$ cat config.mk
export PLATFORM = sky130hd
export DESIGN_NAME = fb_arbiter
export DESIGN_NICKNAME = d
export VERILOG_FILES = /design/src/rtl/fb_arbiter.sv
export SDC_FILE = /design/constraint.sdc
export NUM_CORES = 1
export LEC_CHECK = 0
export BUFFER_PORTS_ARGS = -buffer_cell sky130_fd_sc_hd__buf_4
export CAP_MARGIN = 30
export CORE_UTILIZATION = 31
export CTS_CLUSTER_DIAMETER = 200
export CTS_CLUSTER_SIZE = 24
export DETAILED_ROUTE_END_ITERATION = 6
export SYNTH_ARGS = -nofsm -noshare
export SYNTH_HDL_FRONTEND = slang
export SYNTH_SLANG_ARGS = --single-unit
$ cat constraint.sdc
create_clock -name clk -period 6.4 [get_ports clk]
set_input_delay 0.64 -clock clk [delete_from_list [all_inputs] [get_ports clk]]
set_output_delay 0.64 -clock clk [all_outputs]
set_load 0.01 [all_outputs]
$ cat src/rtl/fb_arbiter.sv
// fb_arbiter: 16x16 1-bit framebuffer with a registered display read port, two write
// requesters admitted only during blanking, and a clear sweep. Macro FB_ARB_ROUND_ROBIN_EN selects round-robin ties.
//
// state | meaning
// IDLE  | display reads; writes granted while vis=0 and clr=0
// CLEAR | zeroing one row per cycle; no writes granted
module fb_arbiter (
    input  logic       clk,
    input  logic       rst,
    input  logic       vis,
    input  logic [3:0] rd_x,
    input  logic [3:0] rd_y,
    output logic       rd_pix,
    input  logic       req0,
    input  logic [3:0] wx0,
    input  logic [3:0] wy0,
    input  logic       wd0,
    output logic       ack0,
    input  logic       req1,
    input  logic [3:0] wx1,
    input  logic [3:0] wy1,
    input  logic       wd1,
    output logic       ack1,
    input  logic       clr,
    output logic       busy
);
    typedef enum logic {IDLE = 1'b0, CLEAR = 1'b1} state_t;

    logic [15:0] fb [16];
    state_t      state_q, state_d;
    logic [3:0]  row_q, row_d;
    logic        ack0_q, ack1_q, rd_pix_q;
    logic        elig0, elig1, grant0, grant1, clear_row;

    always_comb begin
        state_d   = state_q;
        row_d     = row_q;
        clear_row = 1'b0;
        elig0     = 1'b0;
        elig1     = 1'b0;
        case (state_q)
            IDLE: begin
                // ack masking stops a second write while the requester drops req
                elig0 = req0 && !ack0_q && !vis && !clr;
                elig1 = req1 && !ack1_q && !vis && !clr;
                if (clr) begin
                    state_d = CLEAR;
                    row_d   = 4'd0;
                end
            end
            CLEAR: begin
                clear_row = 1'b1;
                row_d     = row_q + 4'd1;
                if (row_q == 4'd15) begin
                    state_d = IDLE;
                end
            end
            default: state_d = IDLE;
        endcase
    end

`ifdef FB_ARB_ROUND_ROBIN_EN
    logic rr_q, rr_d;   // 1: requester 1 was served last

    assign grant0 = elig0 && (!elig1 || rr_q);
    assign grant1 = elig1 && (!elig0 || !rr_q);

    always_comb begin
        rr_d = rr_q;
        if (grant0) begin
            rr_d = 1'b0;
        end else if (grant1) begin
            rr_d = 1'b1;
        end
    end

    always_ff @(posedge clk) begin
        if (rst) begin
            rr_q <= 1'b0;
        end else begin
            rr_q <= rr_d;
        end
    end
`else
    assign grant0 = elig0;
    assign grant1 = elig1 && !elig0;
`endif

    always_ff @(posedge clk) begin
        if (rst) begin
            state_q  <= IDLE;
            row_q    <= 4'd0;
            ack0_q   <= 1'b0;
            ack1_q   <= 1'b0;
            rd_pix_q <= 1'b0;
        end else begin
            state_q  <= state_d;
            row_q    <= row_d;
            ack0_q   <= grant0;
            ack1_q   <= grant1;
            rd_pix_q <= fb[rd_y][rd_x];
        end
    end

    // Storage has no reset; reset only blocks the write so an aborted sweep leaves later rows intact.
    always_ff @(posedge clk) begin
        if (!rst) begin
            if (clear_row) begin
                fb[row_q] <= 16'h0000;
            end else if (grant0) begin
                fb[wy0][wx0] <= wd0;
            end else if (grant1) begin
                fb[wy1][wx1] <= wd1;
            end
        end
    end

    assign rd_pix = rd_pix_q;
    assign ack0   = ack0_q;
    assign ack1   = ack1_q;
    assign busy   = (state_q == CLEAR);
endmodule

==> results of run 1 <==
[routing by layer]
| layer | wire length, um | global-route usage [%] | vias to the layer above | part of all wire (%) |
|---|---|---|---|---|
| met5 | 0 | 0 | - | 0 |
| met4 | 539 | 3.39 | 0 | 1.8 |
| met3 | 1740 | 1.55 | 28 | 5.9 |
| met2 | 13500 | 23.8 | 244 | 46 |
| met1 | 13400 | 21.6 | 3862 | 46 |
| li1 | - | - | 3334 | - |
[sequential cells by signal, indices dropped and copies added, names as in the netlist]
register,flops
fb,256
row_q,4
ack0,1
ack1,1
busy,1
rd_pix,1
[final cells by class]
| class | count | area [sq um] | area share, % |
|---|---|---|---|
| Inverter | 7 | 33.8 | 0.254 |
| Multi-Input combinational cell | 562 | 3890 | 29.2 |
| Clock buffer | 24 | 409 | 3.07 |
| Tap cell | 518 | 648 | 4.87 |
| Sequential cell | 264 | 7850 | 59.0 |
| Timing Repair Buffer | 57 | 483 | 3.63 |
[worst paths after layout]
kind | startpoint | end | slack (ns) | depth (start not counted)
setup / recovery | busy | fb[1][2] | 3.27 | 8
hold reg to reg | row_q[2] | row_q[2] | 0.56 | 1
hold / removal | rst | row_q[0] | 0.45 | 2
setup reg to reg | busy | fb[1][2] | 3.27 | 8
[cells by family (layout without fill, tap and decap cells)]
group	count (synthesis)	count (layout)	synth area share (%)
AO/OA/AOI/OAI	94	94	6.44
adder cells (fa/ha/maj)	1	1	0.103
buffers and inverters	74	88	3.50
flip-flops	264	264	64.7
multiplexers	86	86	11.5
AND/OR/NAND/NOR	381	381	13.8
[worst max-delay path, stage by stage, from the launching register on]
cell and delay (ns):
dfxtp_1 0.65, nor4_4 0.10, nand2b_1 0.39, inv_8 0.08, a22oi_2 0.29, nand2_1 0.16, nor2_4 0.19, nand2_1 0.61
nor2_1 0.35
[power by group through the flow]
stage / registers (mW) / logic [mW] / clock network (mW)
after floorplan: 1.93 / 0.162 / 0
after global placement: 1.93 / 0.238 / 0
after detailed placement: 1.93 / 0.248 / 0
after CTS: 1.89 / 0.249 / 0.998
after global routing: 1.89 / 0.266 / 1.05
final: 1.89 / 0.248 / 0.978
[synth_stat cells (7+ instances only)]
| cell | number | area [sq um] |
|---|---|---|
| mux4_2 | 42 | 946 |
| buf_6 | 10 | 113 |
| edfxtp_1 | 256 | 7690 |
| o22ai_1 | 14 | 87.6 |
| nand3_1 | 10 | 50.1 |
| buf_2 | 21 | 105 |
| nand2_1 | 25 | 93.8 |
| nor3_1 | 10 | 50.1 |
| a21oi_1 | 14 | 70.1 |
| dfxtp_1 | 8 | 160 |
| nor2_1 | 285 | 1070 |
| o221ai_1 | 15 | 131 |
| buf_4 | 10 | 75.1 |
| nand2_2 | 11 | 68.8 |
| a221oi_1 | 7 | 61.3 |
| mux2i_1 | 37 | 370 |
| clkbuf_1 | 23 | 86.3 |
| mux2_2 | 7 | 78.8 |
| nand2b_1 | 7 | 43.8 |
| o21ai_0 | 7 | 35.0 |
==> flow_summary.ini, run 1 <==
[status]
status = completed

[synthesis]
avgSynthCellArea_sq_um = 13.5
synth_edf_count = 256
synth_seq_area_share_pct = 64.7
ys.flop_type = edfxtp_1
syn-instance-count = 900
ys_types = 63
ys_seq_elements = 264
syn_area_sq_um = 12100
ys_warn_count = 0
async_reset_ff_share_pct = 0
syn_nets = 933

[timing]
rsz0062_at_grt = no
clock_skew_ns = 0.00884
max_freq_mhz = 319
hold_viol = 0
maxSlewViolCount = 0
tightest_slew_ns = 0.993
relSlewSlack_pct = 33.6
period_minus_slack_ns = 3.13
period_share_pct = 48.9
setup_viol = 0
whs_ns = 0.454
worst_slack_ns = 3.27
tns_ns = 0

[setup_path]
endpoint_kind = register
path_class = register to register
cp_max_fo = 16
cp.required_ns = 6.58
critPathArrivalTime_ns = 3.31
startpoint_type = register

[clocking]
ctsLongestPathBuffers = 3
cts_hold_buf = 0
clkTransAtPathRegs_ns = 0.10
post_cts_buffers = 0
htreeDepth = 1
post_cts_resize_count = 0
cts_buffers = 14
clock_latency_ns = 0.49
cts_tree = yes
cts_sinks = 264
cts-root-buf = clkbuf_16

[die]
io_pins = 36
start_util_pct = 31.4
core_area_sq_um = 38600
std_cell_rows = 72
die_w_um = 200
dieArea_sq_um = 39900
chipHeight_um = 200

[power]
power.switching_mw = 0.703
clkPwrFrac_pct = 31.4
p_int_mw = 2.42
power_mw = 3.12
p_leak_nw = 4.16
swShare_pct = 22.5
power.density_nw_per_um2 = 234
ir_drop_v = 0.000135
seqPwrFrac_pct = 60.7
p_comb_share_pct = 8.0

[route]
routedWlPerCell_um = 20.4
firstDrtPassIters = 6
drt_iter0_markers = 832
final_antenna_net_count = 0
via_count = 7468
drc = 0
wl_um = 29200
viasPerCell = 5.22

[placed_design]
io_buffer_count = 35
post-place-ws_ns = 2.87
gp_congestion = 0.817
dp_hpwl_um = 17500
placed_area_sq_um = 12900
dp_cells = 1408

[global_route]
grt_max_degree = 77
grt_first_pass_wirelength_um = 44300
antenna_found_initial = 0
grt_usage_pct = 14.8
grt_pass1_vias = 7330
overflow = 0

[cells_and_area]
syn_to_final_growth_pct = 9.73
fin_cells = 1432
final_cell_mix = nor2_1 (285), edfxtp_1 (256), buf_4 (51)
mostFrequentLayoutCell = nor2_1
layout-drive-gt1-share_pct = 18.3
nFillCells = 3781
design_area_sq_um = 13300
n_antenna_cell = 0
final_util_pct = 34.4
num-nets-final = 939

[flow_run]
maxCapViolations = 0

[hold_path]
min_path_type = input port to register
(Power assumes the default switching activity.)
==> inputs of run 2 (changes only) <==
==> constraint.sdc (replaced) <==
create_clock -name clk -period 2.9 [get_ports clk]
set_input_delay 0.29 -clock clk [delete_from_list [all_inputs] [get_ports clk]]
set_output_delay 0.29 -clock clk [all_outputs]
set_load 0.01 [all_outputs]
==> run 2 against run 1 <==
  * Sequential cell count unchanged
  * Die area unchanged
  * Hold slack worse by 0.32 ns
  * Worst setup slack worse by 3.1 ns
  * Sequential share of layout area down 0.91 points
  * First-iteration DRC count down 9.3%
  * Via count up 0.13%
  * Wire length down 0.25%
  * Sequential power up 120%
  * Largest cell class unchanged
==> flow_summary.ini, run 2 (same netlist as run 1, synthesis figures left out) <==
[status]
status = completed

[die]
core_area_sq_um = 38600
io_pins = 36
start_util_pct = 31.4
die_w_um = 200
std_cell_rows = 72
chipHeight_um = 200
dieArea_sq_um = 39900

[timing]
tightest_slew_ns = 0.710
hold_viol = 0
max_freq_mhz = 372
period_share_pct = 92.8
relSlewSlack_pct = 52.7
setup_viol = 0
whs_ns = 0.135
period_minus_slack_ns = 2.69
rsz0062_at_grt = no
tns_ns = 0
clock_skew_ns = 0.0214
worst_slack_ns = 0.210
maxSlewViolCount = 0

[route]
final_antenna_net_count = 0
met1_length_um = 13000
firstDrtPassIters = 4
routed-wl-met3_um = 1410
via_count = 7478
drc = 0
wl_um = 29200
routed.top_layer = met4
routedWlPerCell_um = 20.0
wl_met2_um = 14300
drt_iter0_markers = 755
viasPerCell = 5.13

[global_route]
grt_usage_pct = 14.9
grt_first_pass_wirelength_um = 44800
grt_max_degree = 134
grt_pass1_vias = 7522
antenna_found_initial = 0
overflow = 0

[flow_run]
maxCapViolations = 0

[cells_and_area]
fin_cells = 1457
final_cell_mix = nor2_1 (285), edfxtp_1 (256), buf_4 (76)
layout-drive-gt1-share_pct = 20.4
reg.largest.list = fb (256), row_q (4)
syn_to_final_growth_pct = 11.4
largest_reg_flops = 256
nFillCells = 3756
largest_register = fb
mostFrequentLayoutCell = nor2_1
num-nets-final = 964
final_util_pct = 35.0
n_antenna_cell = 0

[clocking]
cts-root-buf = clkbuf_16
post_cts_buffers = 0
cts_hold_buf = 0
cts_buffers = 14
cts_tree = yes
clkTransAtPathRegs_ns = 0.10
post_cts_resize_count = 0
clock_latency_ns = 0.50
htreeDepth = 1
ctsLongestPathBuffers = 3
cts_sinks = 264

[setup_path]
startpoint_type = register
path_class = register to register
critPathArrivalTime_ns = 2.89
reg2reg_slack_ns = 0.21
cp.required_ns = 3.10
endpoint_kind = register
cp_max_fo = 16

[power]
power.density_nw_per_um2 = 513
swShare_pct = 22.7
p_comb_share_pct = 8.5
clkPwrFrac_pct = 31.3
ir_drop_v = 0.000412
power.switching_mw = 1.57
p_leak_nw = 4.28
p_int_mw = 5.36
seqPwrFrac_pct = 60.2

[placed_design]
dp_cells = 1433
io_buffer_count = 35
post-place-ws_ns = 0.175
gp_congestion = 0.793
dp_hpwl_um = 18200

[hold_path]
min_path_type = input port to register
-- run 2: layout make-up --
type | instances | area, sq um | share of cell area [%]
Sequential cell | 264 | 7850 | 58.1
Multi-Input combinational cell | 562 | 3890 | 28.8
Tap cell | 518 | 648 | 4.80
Timing Repair Buffer | 82 | 691 | 5.11
Inverter | 7 | 33.8 | 0.250
Clock buffer | 24 | 409 | 3.03
-- run 2: metrics by stage --
stage	instance area (sq um)	power, mW
6_report	13500	6.93
5_1_grt	13500	7.12
4_1_cts	13500	6.96
3_5_place_dp	13100	4.85
3_3_place_gp	13100	4.84
2_1_floorplan	12100	4.62
-- run 2: power groups by stage --
stage	registers [mW]	clock network [mW]	logic (mW)
2_1_floorplan	4.26	0	0.358
3_3_place_gp	4.26	0	0.586
3_5_place_dp	4.26	0	0.592
4_1_cts	4.17	2.20	0.594
5_1_grt	4.17	2.31	0.636
6_report	4.17	2.17	0.591
-- run 2: worst paths after layout --
check                 from        end  cells past startpoint
setup / recovery      ack0  fb[12][7]                      8
hold / removal         clr   row_q[1]                      4
setup reg to reg      ack0  fb[12][7]                      8
hold reg to reg   row_q[2]   row_q[2]                      1
-- run 2: critical path: stages (launching register included) --
cell and delay, ns:
dfxtp_1 0.35, nand2b_1 0.16, nand2b_1 0.42, inv_8 0.08
a22oi_2 0.29, nand2_1 0.16, nor2_2 0.30, nand2_2 0.37
nor2_1 0.23
-- run 2: per-layer routing --
| metal | up-vias | track usage, % |
|---|---|---|
| li1 | 3382 | - |
| met1 | 3869 | 20.7 |
| met2 | 199 | 25.3 |
| met3 | 28 | 1.68 |
| met4 | 0 | 3.05 |
| met5 | - | 0 |
